[src/rtl/axi4_stream_pas_ctl_if.sv]
// rtl/axi4_stream_pas_ctl_if.sv - observed stream handshake and gate enable between controller and gate
interface axi4_stream_pas_ctl_if;
  logic str_vld;
  logic str_rdy;
  logic str_lst;
  logic ena;

  // controller side: watches the ungated handshake, drives the gate enable
  modport master (
    input  str_vld,
    input  str_rdy,
    input  str_lst,
    output ena
  );

  // stream/gate side: supplies the handshake, receives the enable
  modport slave (
    output str_vld,
    output str_rdy,
    output str_lst,
    input  ena
  );
endinterface

[src/rtl/axi4_stream_pas_ctl.sv]
// rtl/axi4_stream_pas_ctl.sv - arm/trigger/length/stop sequencer for the stream pass-through gate
module axi4_stream_pas_ctl #(
  parameter int CW = 32
) (
  input  logic                   clk,
  input  logic                   rstn,
  input  logic                   ctl_rst,
  input  logic                   ctl_str,
  input  logic                   ctl_stp,
  input  logic                   trg,
  input  logic [CW-1:0]          cfg_len,
  input  logic                   cfg_pkt,
  axi4_stream_pas_ctl_if.master  str,
  output logic                   sts_arm,
  output logic                   sts_run,
  output logic [CW-1:0]          sts_cnt,
  output logic                   evt_end
);

  typedef enum logic [1:0] {
    IDLE  = 2'd0,
    ARMED = 2'd1,
    RUN   = 2'd2,
    DRAIN = 2'd3
  } state_t;

  state_t        state;
  state_t        state_nxt;
  logic          pkt;
  logic          pkt_nxt;
  logic [CW-1:0] cnt_nxt;
  logic          evt_nxt;
  logic          ena_nxt;
  logic          arm_nxt;
  logic          run_nxt;

  logic          xfr;
  logic [CW:0]   cnt_p1;
  logic [CW-1:0] cnt_sat;
  logic          len_hit;

  // ena is only ever high in RUN/DRAIN, so xfr needs no state qualifier
  assign xfr     = str.ena & str.str_vld & str.str_rdy;
  assign cnt_p1  = {1'b0, sts_cnt} + {{CW{1'b0}}, 1'b1};
  assign cnt_sat = (&sts_cnt) ? sts_cnt : cnt_p1[CW-1:0];
  // compared at CW+1 bits so a saturated counter can never alias a length
  assign len_hit = (cfg_len != '0) && xfr && (cnt_p1 == {1'b0, cfg_len});

  // state register
  always_ff @(posedge clk or negedge rstn) begin
    if (!rstn) begin
      state <= IDLE;
    end else begin
      state <= state_nxt;
    end
  end

  // next state, beat count and packet-position tracking
  always_comb begin
    state_nxt = state;
    cnt_nxt   = sts_cnt;
    pkt_nxt   = pkt;
    evt_nxt   = 1'b0;

    if (xfr) begin
      pkt_nxt = ~str.str_lst;
      cnt_nxt = cnt_sat;
    end

    if (ctl_rst) begin
      state_nxt = IDLE;
      cnt_nxt   = '0;
      pkt_nxt   = 1'b0;
    end else begin
      case (state)
        IDLE: begin
          if (ctl_str) begin
            state_nxt = ARMED;
            cnt_nxt   = '0;
            pkt_nxt   = 1'b0;
          end
        end
        ARMED: begin
          if (ctl_stp) begin
            state_nxt = IDLE;
          end else if (ctl_str) begin
            pkt_nxt = 1'b0;
          end else if (trg) begin
            state_nxt = RUN;
          end
        end
        RUN: begin
          // stop and length-final beat together are one termination
          if (ctl_stp || len_hit) begin
            if (cfg_pkt && pkt_nxt) begin
              state_nxt = DRAIN;
            end else begin
              state_nxt = IDLE;
              evt_nxt   = 1'b1;
            end
          end
        end
        DRAIN: begin
          // a stop here abandons the open packet; pkt stays as tracked
          if (ctl_stp || (xfr && str.str_lst)) begin
            state_nxt = IDLE;
            evt_nxt   = 1'b1;
          end
        end
        default: begin
          state_nxt = IDLE;
        end
      endcase
    end
  end

  // status decode of the upcoming state, registered below
  always_comb begin
    ena_nxt = 1'b0;
    arm_nxt = 1'b0;
    run_nxt = 1'b0;
    case (state_nxt)
      ARMED: arm_nxt = 1'b1;
      RUN, DRAIN: begin
        ena_nxt = 1'b1;
        run_nxt = 1'b1;
      end
      default: begin
        ena_nxt = 1'b0;
      end
    endcase
  end

  // registered outputs, counter and packet bit
  always_ff @(posedge clk or negedge rstn) begin
    if (!rstn) begin
      str.ena <= 1'b0;
      sts_arm <= 1'b0;
      sts_run <= 1'b0;
      sts_cnt <= '0;
      evt_end <= 1'b0;
      pkt     <= 1'b0;
    end else begin
      str.ena <= ena_nxt;
      sts_arm <= arm_nxt;
      sts_run <= run_nxt;
      sts_cnt <= cnt_nxt;
      evt_end <= evt_nxt;
      pkt     <= pkt_nxt;
    end
  end

endmodule
[src/flat_wrapper.sv]
// flat-port wrapper written by rule: the top's interface ports become plain ports
module axi4_stream_pas_ctl_flat 
#(
  parameter int CW = 32
)
  (clk, rstn, ctl_rst, ctl_str, ctl_stp, trg, cfg_len, cfg_pkt, sts_arm, sts_run, sts_cnt, evt_end, str_str_vld, str_str_rdy, str_str_lst, str_ena);
  axi4_stream_pas_ctl_if str_i ();
  input  logic clk;
  input  logic rstn;
  input  logic ctl_rst;
  input  logic ctl_str;
  input  logic ctl_stp;
  input  logic trg;
  input  logic [CW-1:0] cfg_len;
  input  logic cfg_pkt;
  output logic sts_arm;
  output logic sts_run;
  output logic [CW-1:0] sts_cnt;
  output logic evt_end;
  input wire logic [$bits(str_i.str_vld)-1:0] str_str_vld;
  input wire logic [$bits(str_i.str_rdy)-1:0] str_str_rdy;
  input wire logic [$bits(str_i.str_lst)-1:0] str_str_lst;
  output wire logic [$bits(str_i.ena)-1:0] str_ena;
  assign str_i.str_vld = str_str_vld;
  assign str_i.str_rdy = str_str_rdy;
  assign str_i.str_lst = str_str_lst;
  assign str_ena = str_i.ena;
  axi4_stream_pas_ctl #(.CW(CW)) u_core (.clk(clk), .rstn(rstn), .ctl_rst(ctl_rst), .ctl_str(ctl_str), .ctl_stp(ctl_stp), .trg(trg), .cfg_len(cfg_len), .cfg_pkt(cfg_pkt), .str(str_i), .sts_arm(sts_arm), .sts_run(sts_run), .sts_cnt(sts_cnt), .evt_end(evt_end));
endmodule
[config.mk]
export PLATFORM = sky130hd
export DESIGN_NAME = axi4_stream_pas_ctl_flat
export DESIGN_NICKNAME = d
export VERILOG_FILES = /design/src/rtl/axi4_stream_pas_ctl_if.sv /design/src/rtl/axi4_stream_pas_ctl.sv /design/src/flat_wrapper.sv
export SDC_FILE = /design/constraint.sdc
export NUM_CORES = 1
export LEC_CHECK = 0
export BUFFER_PORTS_ARGS = -buffer_cell sky130_fd_sc_hd__buf_2
export CAP_MARGIN = 10
export CELL_PAD_IN_SITES_DETAIL_PLACEMENT = 1
export CELL_PAD_IN_SITES_GLOBAL_PLACEMENT = 2
export CORE_ASPECT_RATIO = 2
export CORE_MARGIN = 2
export CORE_UTILIZATION = 28
export CTS_BUF_LIST = sky130_fd_sc_hd__clkbuf_2 sky130_fd_sc_hd__clkbuf_4 sky130_fd_sc_hd__clkbuf_8
export DETAILED_ROUTE_END_ITERATION = 8
export PLACE_DENSITY_LB_ADDON = 0.1
export SETUP_SLACK_MARGIN = 0.3
export SLEW_MARGIN = 20
export SYNTH_ARGS = -nofsm -noshare
export SYNTH_HDL_FRONTEND = slang
export SYNTH_SLANG_ARGS = --single-unit
[constraint.sdc]
create_clock -name clk -period 3.3 [get_ports clk]
set_input_delay 0.33 -clock clk [delete_from_list [all_inputs] [get_ports clk]]
set_output_delay 0.33 -clock clk [all_outputs]
set_load 0.01 [all_outputs]
* Word level (Yosys, flattened, before mapping) *
Index checks and enable logic that the tools add are counted.
Widths: inputs -> output; s select.

word-level totals
  register bits after elaboration = 38
  input bits = 42
  output and inout port bits = 36
  word-level logic and storage cells = 53

operators by class
  add/sub/neg operators = 1
  equal/unequal tests = 7
  multiplexer cells = 26
  bitwise operators = 3
  reductions and logical operators = 10

operator list
  kind                   number
  $mux 32                5
  $add 32x1->33 const B  1
  $eq 33x32->1           1
  $reduce_and 32->1      1
  $reduce_bool 32->1     1
  $mux 2                 8
  $mux 1                 10
  $eq 2x2->1 const B     4
  $pmux 2 s4             1
  $eq 2x1->1 const B     2
  $logic_and 1x1->1      4
  $pmux 1 s2             2
  $and 1x1->1            2
  $logic_not 2->1        1
  $logic_or 1x1->1       2
  $reduce_or 2->1        1
  $not 1->1              1

* Depth between registers and ports, before layout *
Gate-level depths: netlist of the first run.

  depth after elaboration = 11
  depth in mapped cells = 11
  depth with buffers taken out = 9

* Least setup slack after synthesis of the first run *
No wires, ideal clock.

  path type = register -> register
  from = register u_core.sts_cnt[0]
  to = register u_core.evt_end
  library setup time = 0.107 ns
  data arrival time = 3.479 ns
  setup slack = -0.286 ns
  cell stages (with the launch flop) = 12
  period minus slack after synthesis = 3.586 ns
  cell sequence = dfrtp_1 > ha_1 > nand4_2 > or2_1 > buf_2 > or4_4 > buf_6 > mux2i_1 > mux2i_1 > or4_4 > or4b_4 > a2111oi_4

between the ends
  longest elaborated chain between the ends = 7

RTL lines
  item                      RTL line                    RTL
  start: declaration        axi4_stream_pas_ctl.sv:16   output logic [CW-1:0] sts_cnt,
  start signal: assignment  axi4_stream_pas_ctl.sv:147  sts_cnt <= cnt_nxt;
  $add 32x1->33             axi4_stream_pas_ctl.sv:44   assign cnt_p1 = {1'b0, sts_cnt} + {{CW{1'b0}}, 1'b1};
  $eq 33x32->1              axi4_stream_pas_ctl.sv:47   assign len_hit = (cfg_len != '0) && xfr && (cnt_p1 == {1'b0, cfg_len});
  $logic_and 1x1->1         axi4_stream_pas_ctl.sv:47
  $logic_or 1x1->1          axi4_stream_pas_ctl.sv:94   if (ctl_stp || len_hit) begin
  $mux 1                    axi4_stream_pas_ctl.sv:94
  $pmux 1 s2                axi4_stream_pas_ctl.sv:75   case (state)
  $mux 1                    axi4_stream_pas_ctl.sv:70   if (ctl_rst) begin
  net u_core.evt_nxt        axi4_stream_pas_ctl.sv:32   logic evt_nxt;
  end signal: assignment    axi4_stream_pas_ctl.sv:148  evt_end <= evt_nxt;
  end: declaration          axi4_stream_pas_ctl.sv:17   output logic evt_end

The timed path passes the listed nets, and every way through them passes these cells.

* Final worst setup path of the first run *
  from = register u_core.sts_cnt[1]
  to = register u_core.evt_end

Same word-level chain as after synthesis.

==> impl_metrics.tcl, run 1 <==
set metrics [dict create \
    synth_top_family_by_area "simple AND/OR/NAND/NOR gates" \
    cts_sinks 38 \
    end_kind "flop" \
    ys_seq_area_share_pct 30.67 \
    numPortBuffers 77 \
    slew-limit-headroom_pct 36.36 \
    synthAdderAreaFrac_pct 0.4036 \
    min_path_type "in -> async" \
    drive_gt1_share_pct 32.34 \
    die_area_sq_um 11980 \
    crit_type "reg -> reg" \
    layout_min_cycle_time_ps 3200 \
    gp_congestion 0.8548 \
    antenna_found_initial 0 \
    num_vias 3250 \
    path_delay_family "simple AND/OR/NAND/NOR gates" \
    setup_violations 0 \
    ctsRootBufferMaster "clkbuf_8" \
    critPathSlowestCell "or4b_4" \
    hpwlAfterDp_um 9760 \
    num-nets-final 543 \
    crit_chain "ha_4 > nand4_4 > or2_1 > or4_4 > mux2i_1 > mux2i_1 > or4_4 > or4b_4 > a2111oi_4" \
    drt-total-wl_um 12040 \
    stdcell_area_sq_um 4175 \
    status "complete, no violations" \
    grt_max_degree 39 \
    netlist_area_sq_um 3100 \
    grt_first_pass_wirelength_um 19420 \
    cp-start-kind "flop" \
    viasPerCell 5.070 \
    die_x_um 78.41 \
    grt_pass1_vias 3590 \
    skew_ps 9.087 \
    synth-simple-area-share_pct 31.80 \
    worst_skew_pair.late_latency_ps 310 \
    cts_buffer_depth 2 \
    critPathMaxFanout 6 \
    cp_slowest_stage_delay_ps 550 \
    htreeDepth 2 \
    netlist_instances 391 \
    rsz0062_at_grt "yes" \
    synth_fp_nets 434 \
    die_y_um 152.8 \
    maxCapViolations 0 \
    synth_compound_area_share_pct 9.887 \
    synth_xor_area_share_pct 21.47 \
    synthTopCellsByArea "dfrtp_1 31%, xnor2_1 13%, xor2_1 8.2%, nor2_1 7.0%, nand2_1 4.0%" \
    avgSynthCellArea_sq_um 7.930 \
    place_area_sq_um 3896 \
    postRouteAntennaNets 0 \
    tritoncts "built" \
    drt_iter0_drc 88 \
    coreArea_sq_um 10880 \
    overflow 0 \
    layout_common_cells "77 x buf_2, 57 x nor2_1, 51 x buf_4" \
    worst-path-buf-inv 0 \
    start_util_pct 28.50 \
    power.leakage_nw 1.740 \
    arrival_ps 3410 \
    ys_ff_latch 38 \
    fin_crit_sh_pct 96.98 \
    io_pins 78 \
    final_core_util_pct 38.38 \
    diodes 0 \
    vdd_drop_max_mv 0.1455 \
    path_clk_slew_ps 90 \
    drtPass1Iterations 4 \
    wl_per_cell_um 18.79 \
    synth_area_leader_cell "dfrtp_1" \
    yosysWarnings 0 \
    powerDensity_nw_per_um2 266.7 \
    synth_top_area_share_pct 30.67 \
    drc_errors 0 \
    clock.fmax_mhz 312.5 \
    rows 54 \
    post_synth_num_cell_types 50 \
    area_delta_synth_final_pct 34.66 \
    whs_ps 157.6 \
    synthMuxAreaShare_pct 0.9685 \
    worstMarginPinSlew_ps 954.6 \
    layout_commonest_cell "buf_2" \
    track_usage_pct 21.16 \
    cp.required_ps 3510 \
    cts_buffers 5 \
    hold_viol_final 0 \
    slew_viol_final 0 \
]
==> through the flow <==
stage | worst slack [ps] | power (mW) | std cells | setup TNS, ps
finish | 99.81 | 1.114 | 641 | 0
global route | -11.86 | 1.162 | 641 | -11.86
CTS | 93.86 | 1.134 | 641 | 0
detailed placement | -121.6 | 0.6085 | 626 | -121.6
global placement | -76.77 | 0.6071 | 626 | -76.77
floorplan | -76.12 | 0.5365 | 391 | -76.12
==> registers in the layout, indices dropped and copies added (netlist names) <==
| signal | cells |
|---|---|
| u_core.sts_arm | 1 |
| u_core.str.ena | 1 |
| u_core.sts_cnt | 32 |
| u_core.evt_end | 1 |
| u_core.pkt | 1 |
| u_core.state | 2 |
==> cells in the mapped netlist (all sizes together) <==
cell type and count:
mux2i 3, or4b 1, or4 5, nor2b 2
xor2 29, nor2 58, nand2 33, a21oi 14
a311oi 2, xnor2 47, a2111oi 2, nor4 16
or3 5, clkbuf 16, o21a 1, nor3 14
o31a 1, inv 8, and2 3, nand4 17
a31oi 4, o31ai 2, nand4b 1, nor4b 1
nor3b 1, o21ai 12, nand2b 1, ha 1
o2111ai 1, o22ai 1, and3 4, a31o 1
buf 10, or2 5, and4 2, o211a 1
o21bai 1, a211o 2, a211oi 1, nand3b 1
dfrtp 38, nand3 23
==> per-layer routing <==
metal | routed length [um] | track usage, %
met5 | 0 | 0
met4 | 467 | 8.772
met3 | 318 | 2.184
met2 | 6934 | 41.71
met1 | 4325 | 21.81
==> area by class of cell <==
class | count | area, sq um
Tap cell | 140 | 175.2
Clock buffer | 6 | 82.58
Sequential cell | 38 | 955.9
Clock inverter | 2 | 60.06
Fill cell | 1344 | 6703
Inverter | 8 | 30.03
Multi-Input combinational cell | 319 | 2103
Timing Repair Buffer | 128 | 768.2
==> path summary, 6_finish.rpt <==
path	from	end	slack [ps]	cells after the start
max in group asynchronous	rstn	u_core.sts_cnt[0]$_DFF_PN0_	2490	1
min reg2reg	u_core.sts_cnt[28]$_DFF_PN0_	u_core.sts_cnt[28]$_DFF_PN0_	630	2
max	u_core.sts_cnt[1]$_DFF_PN0_	u_core.evt_end$_DFF_PN0_	100	9
min	rstn	u_core.sts_cnt[5]$_DFF_PN0_	160	1
min in group clk	ctl_str	u_core.pkt$_DFF_PN0_	260	2
max reg2reg	u_core.sts_cnt[1]$_DFF_PN0_	u_core.evt_end$_DFF_PN0_	100	9
==> cells by family after synthesis <==
kind of cell / count (synthesis)
buffers and inverters: 34
xor gates and xnor gates: 76
DFF: 38
and+or+nand+nor: 193
AOI/OAI and AO/OA: 46
muxes: 3
adders and majority gates: 1
==> timing repair <==
item,in CTS,in global routing
resized for setup,11,6
pin swaps,6,2
hold buffers,0,0
hold endpoints to repair,0,0
setup buffers,7,0
setup endpoints to repair,4,4
==> where the power goes <==
group,leakage (nW),internal (mW),switching [mW]
clock network,0.0714,0.323,0.194
registers,0.522,0.468,0.00296
logic,1.15,0.0485,0.0772
total,1.74,0.839,0.274
No activity file was read; power rests on OpenSTA's default activity.
==> run 2, diff against run 1 <==
PLACE_DENSITY_LB_ADDON = 0.12   (was 0.1)
==> run 2 against run 1 <==
Compared with the run above: cell count stayed put; sequential cell count unchanged; combinational power is essentially flat; first-iteration DRC count shrank 15%; non-clock buffer count did not move; worst hold slack worse by 7.9 ps; global-route usage decreased by 1.0 points; fmax fell by 1.5%; critical endpoint unchanged; largest power group is now registers.
==> impl_metrics.tcl, run 2 (synthesis results as in run 1) <==
set metrics [dict create \
    cp-start-kind "flop" \
    swShare_pct 26.71 \
    skew_ps 5.987 \
    critPathMaxFanout 5 \
    arrival_ps 3450 \
    regArea_sq_um 954.7 \
    worstMarginPinSlew_ps 930.8 \
    crit_type "reg -> reg" \
    dp_slack_ps -84.87 \
    fin_ws_ps 50.09 \
    viasPerCell 5.045 \
    cts_hold_buf 0 \
    tritoncts "built" \
    antenna_found_initial 0 \
    overflow 0 \
    setup_violations 0 \
    hold_viol_final 0 \
    cp.required_ps 3500 \
    die_area_sq_um 11980 \
    drive_gt1_share_pct 31.94 \
    grt_first_pass_wirelength_um 18490 \
    rows 54 \
    dr_wl_met3_um 289 \
    numPortBuffers 77 \
    power_frac_comb_pct 12.4 \
    start_util_pct 28.50 \
    wl_met1_um 4265 \
    layout_common_cells "77 x buf_2, 58 x nor2_1, 51 x buf_4" \
    gp_congestion 0.8645 \
    clock.fmax_mhz 307.7 \
    num_vias 3234 \
    diodes 0 \
    p_clk_share_pct 41.7 \
    p_int_uw 751.0 \
    multiInputGateArea_sq_um 2071 \
    die_x_um 78.41 \
    slew_viol_final 0 \
    regMostFlops "u_core.sts_cnt" \
    postRouteAntennaNets 0 \
    vdd_drop_max_mv 0.1449 \
    wl_per_cell_um 18.72 \
    layout_min_cycle_time_ps 3250 \
    power.leakage_nw 1.688 \
    htreeDepth 2 \
    drc_errors 0 \
    cts_buffer_depth 2 \
    worst_skew_pair.late_latency_ps 310 \
    area_delta_synth_final_pct 32.65 \
    final_cells 641 \
    top_regs "u_core.sts_cnt x32, u_core.state x2" \
    rsz0062_at_grt "yes" \
    ctsRootBufferMaster "clkbuf_8" \
    post-place-cells 628 \
    min_path_type "in -> async" \
    grt_max_degree 39 \
    slew-limit-headroom_pct 37.95 \
    drt_iter0_drc 75 \
    dr_wl_met2_um 7220 \
    track_usage_pct 20.16 \
    finalSetupTns_ps 0 \
    coreArea_sq_um 10880 \
    io_pins 78 \
    top_layer_used "met4" \
    powerDensity_nw_per_um2 249.2 \
    largest_reg_flops 32 \
    path_clk_slew_ps 90 \
    hpwlAfterDp_um 9752 \
    fillers 1370 \
    status "complete, no violations" \
    maxCapViolations 0 \
    die_y_um 152.8 \
    pwr-share-seq_pct 45.9 \
    cts_buffers 5 \
    layout_commonest_cell "buf_2" \
    grt_pass1_vias 3541 \
    cts_sinks 38 \
    end_kind "flop" \
    fin_crit_sh_pct 98.48 \
    switching_power_uw 273.7 \
    num-nets-final 543 \
    drt-total-wl_um 12000 \
    drtPass1Iterations 4 \
]
-- run 2: worst paths after layout --
kind	from	endpoint	slack [ps]	depth (start not counted)
worst max-delay path	u_core.sts_cnt[7]$_DFF_PN0_	u_core.evt_end$_DFF_PN0_	50	10
worst min-delay path	rstn	u_core.sts_cnt[5]$_DFF_PN0_	150	1
worst max register to register	u_core.sts_cnt[7]$_DFF_PN0_	u_core.evt_end$_DFF_PN0_	50	10
worst min register to register	u_core.state[1]$_DFF_PN0_	u_core.state[1]$_DFF_PN0_	650	2
max in group asynchronous	rstn	u_core.sts_cnt[8]$_DFF_PN0_	2500	1
min in group clk	ctl_str	u_core.pkt$_DFF_PN0_	260	2
-- run 2: what timing repair did --
action / CTS / global route
endpoints found under the setup margin: 4 / 4
gates resized for setup: 8 / 3
buffers inserted: 3 / 2
pin swaps: 5 / 4
-- run 2: area by class of cell --
| type | count | area share [%] |
|---|---|---|
| Tap cell | 140 | 4.259 |
| Sequential cell | 38 | 23.21 |
| Clock inverter | 2 | 0.9127 |
| Clock buffer | 6 | 1.856 |
| Timing Repair Buffer | 128 | 18.68 |
| Multi-Input combinational cell | 319 | 50.35 |
| Inverter | 8 | 0.7301 |
-- run 2: through the flow --
stage	utilization [%]	total power [mW]	hold WS, ps	cell area, sq um
6_report	37.81	1.025	149.7	4113
4_1_cts	37.59	1.041	198.4	4089
3_3_place_gp	35.96	0.6065	530.4	3911
5_1_grt	37.81	1.066	227.5	4113
3_5_place_dp	35.96	0.6078	532.6	3911
2_1_floorplan	-	0.5365	34.41	3124
-- run 2: worst max-delay path, cell delays in order (launching register included) --
cell and delay (ps):
dfrtp_1 470, nand4_1 170, or3_4 400, or3_1 420, buf_4 180, nor4_1 310, buf_4 170, xnor2_1 80
nor2_1 140, or4b_4 490, a2111oi_4 300
-- run 2: power groups by stage --
stage / Clock (mW) / Combinational [mW] / Sequential, mW
6_report: 0.427 / 0.127 / 0.471
5_1_grt: 0.456 / 0.139 / 0.471
4_1_cts: 0.442 / 0.129 / 0.471
3_5_place_dp: 0 / 0.128 / 0.480
3_3_place_gp: 0 / 0.126 / 0.480
2_1_floorplan: 0 / 0.0560 / 0.481
-- run 2: metal layers --
layer | up-vias | track usage (%)
li1 | 1575 | -
met1 | 1582 | 20.13
met2 | 65 | 41.50
met3 | 12 | 1.830
met4 | 0 | 6.600
met5 | - | 0
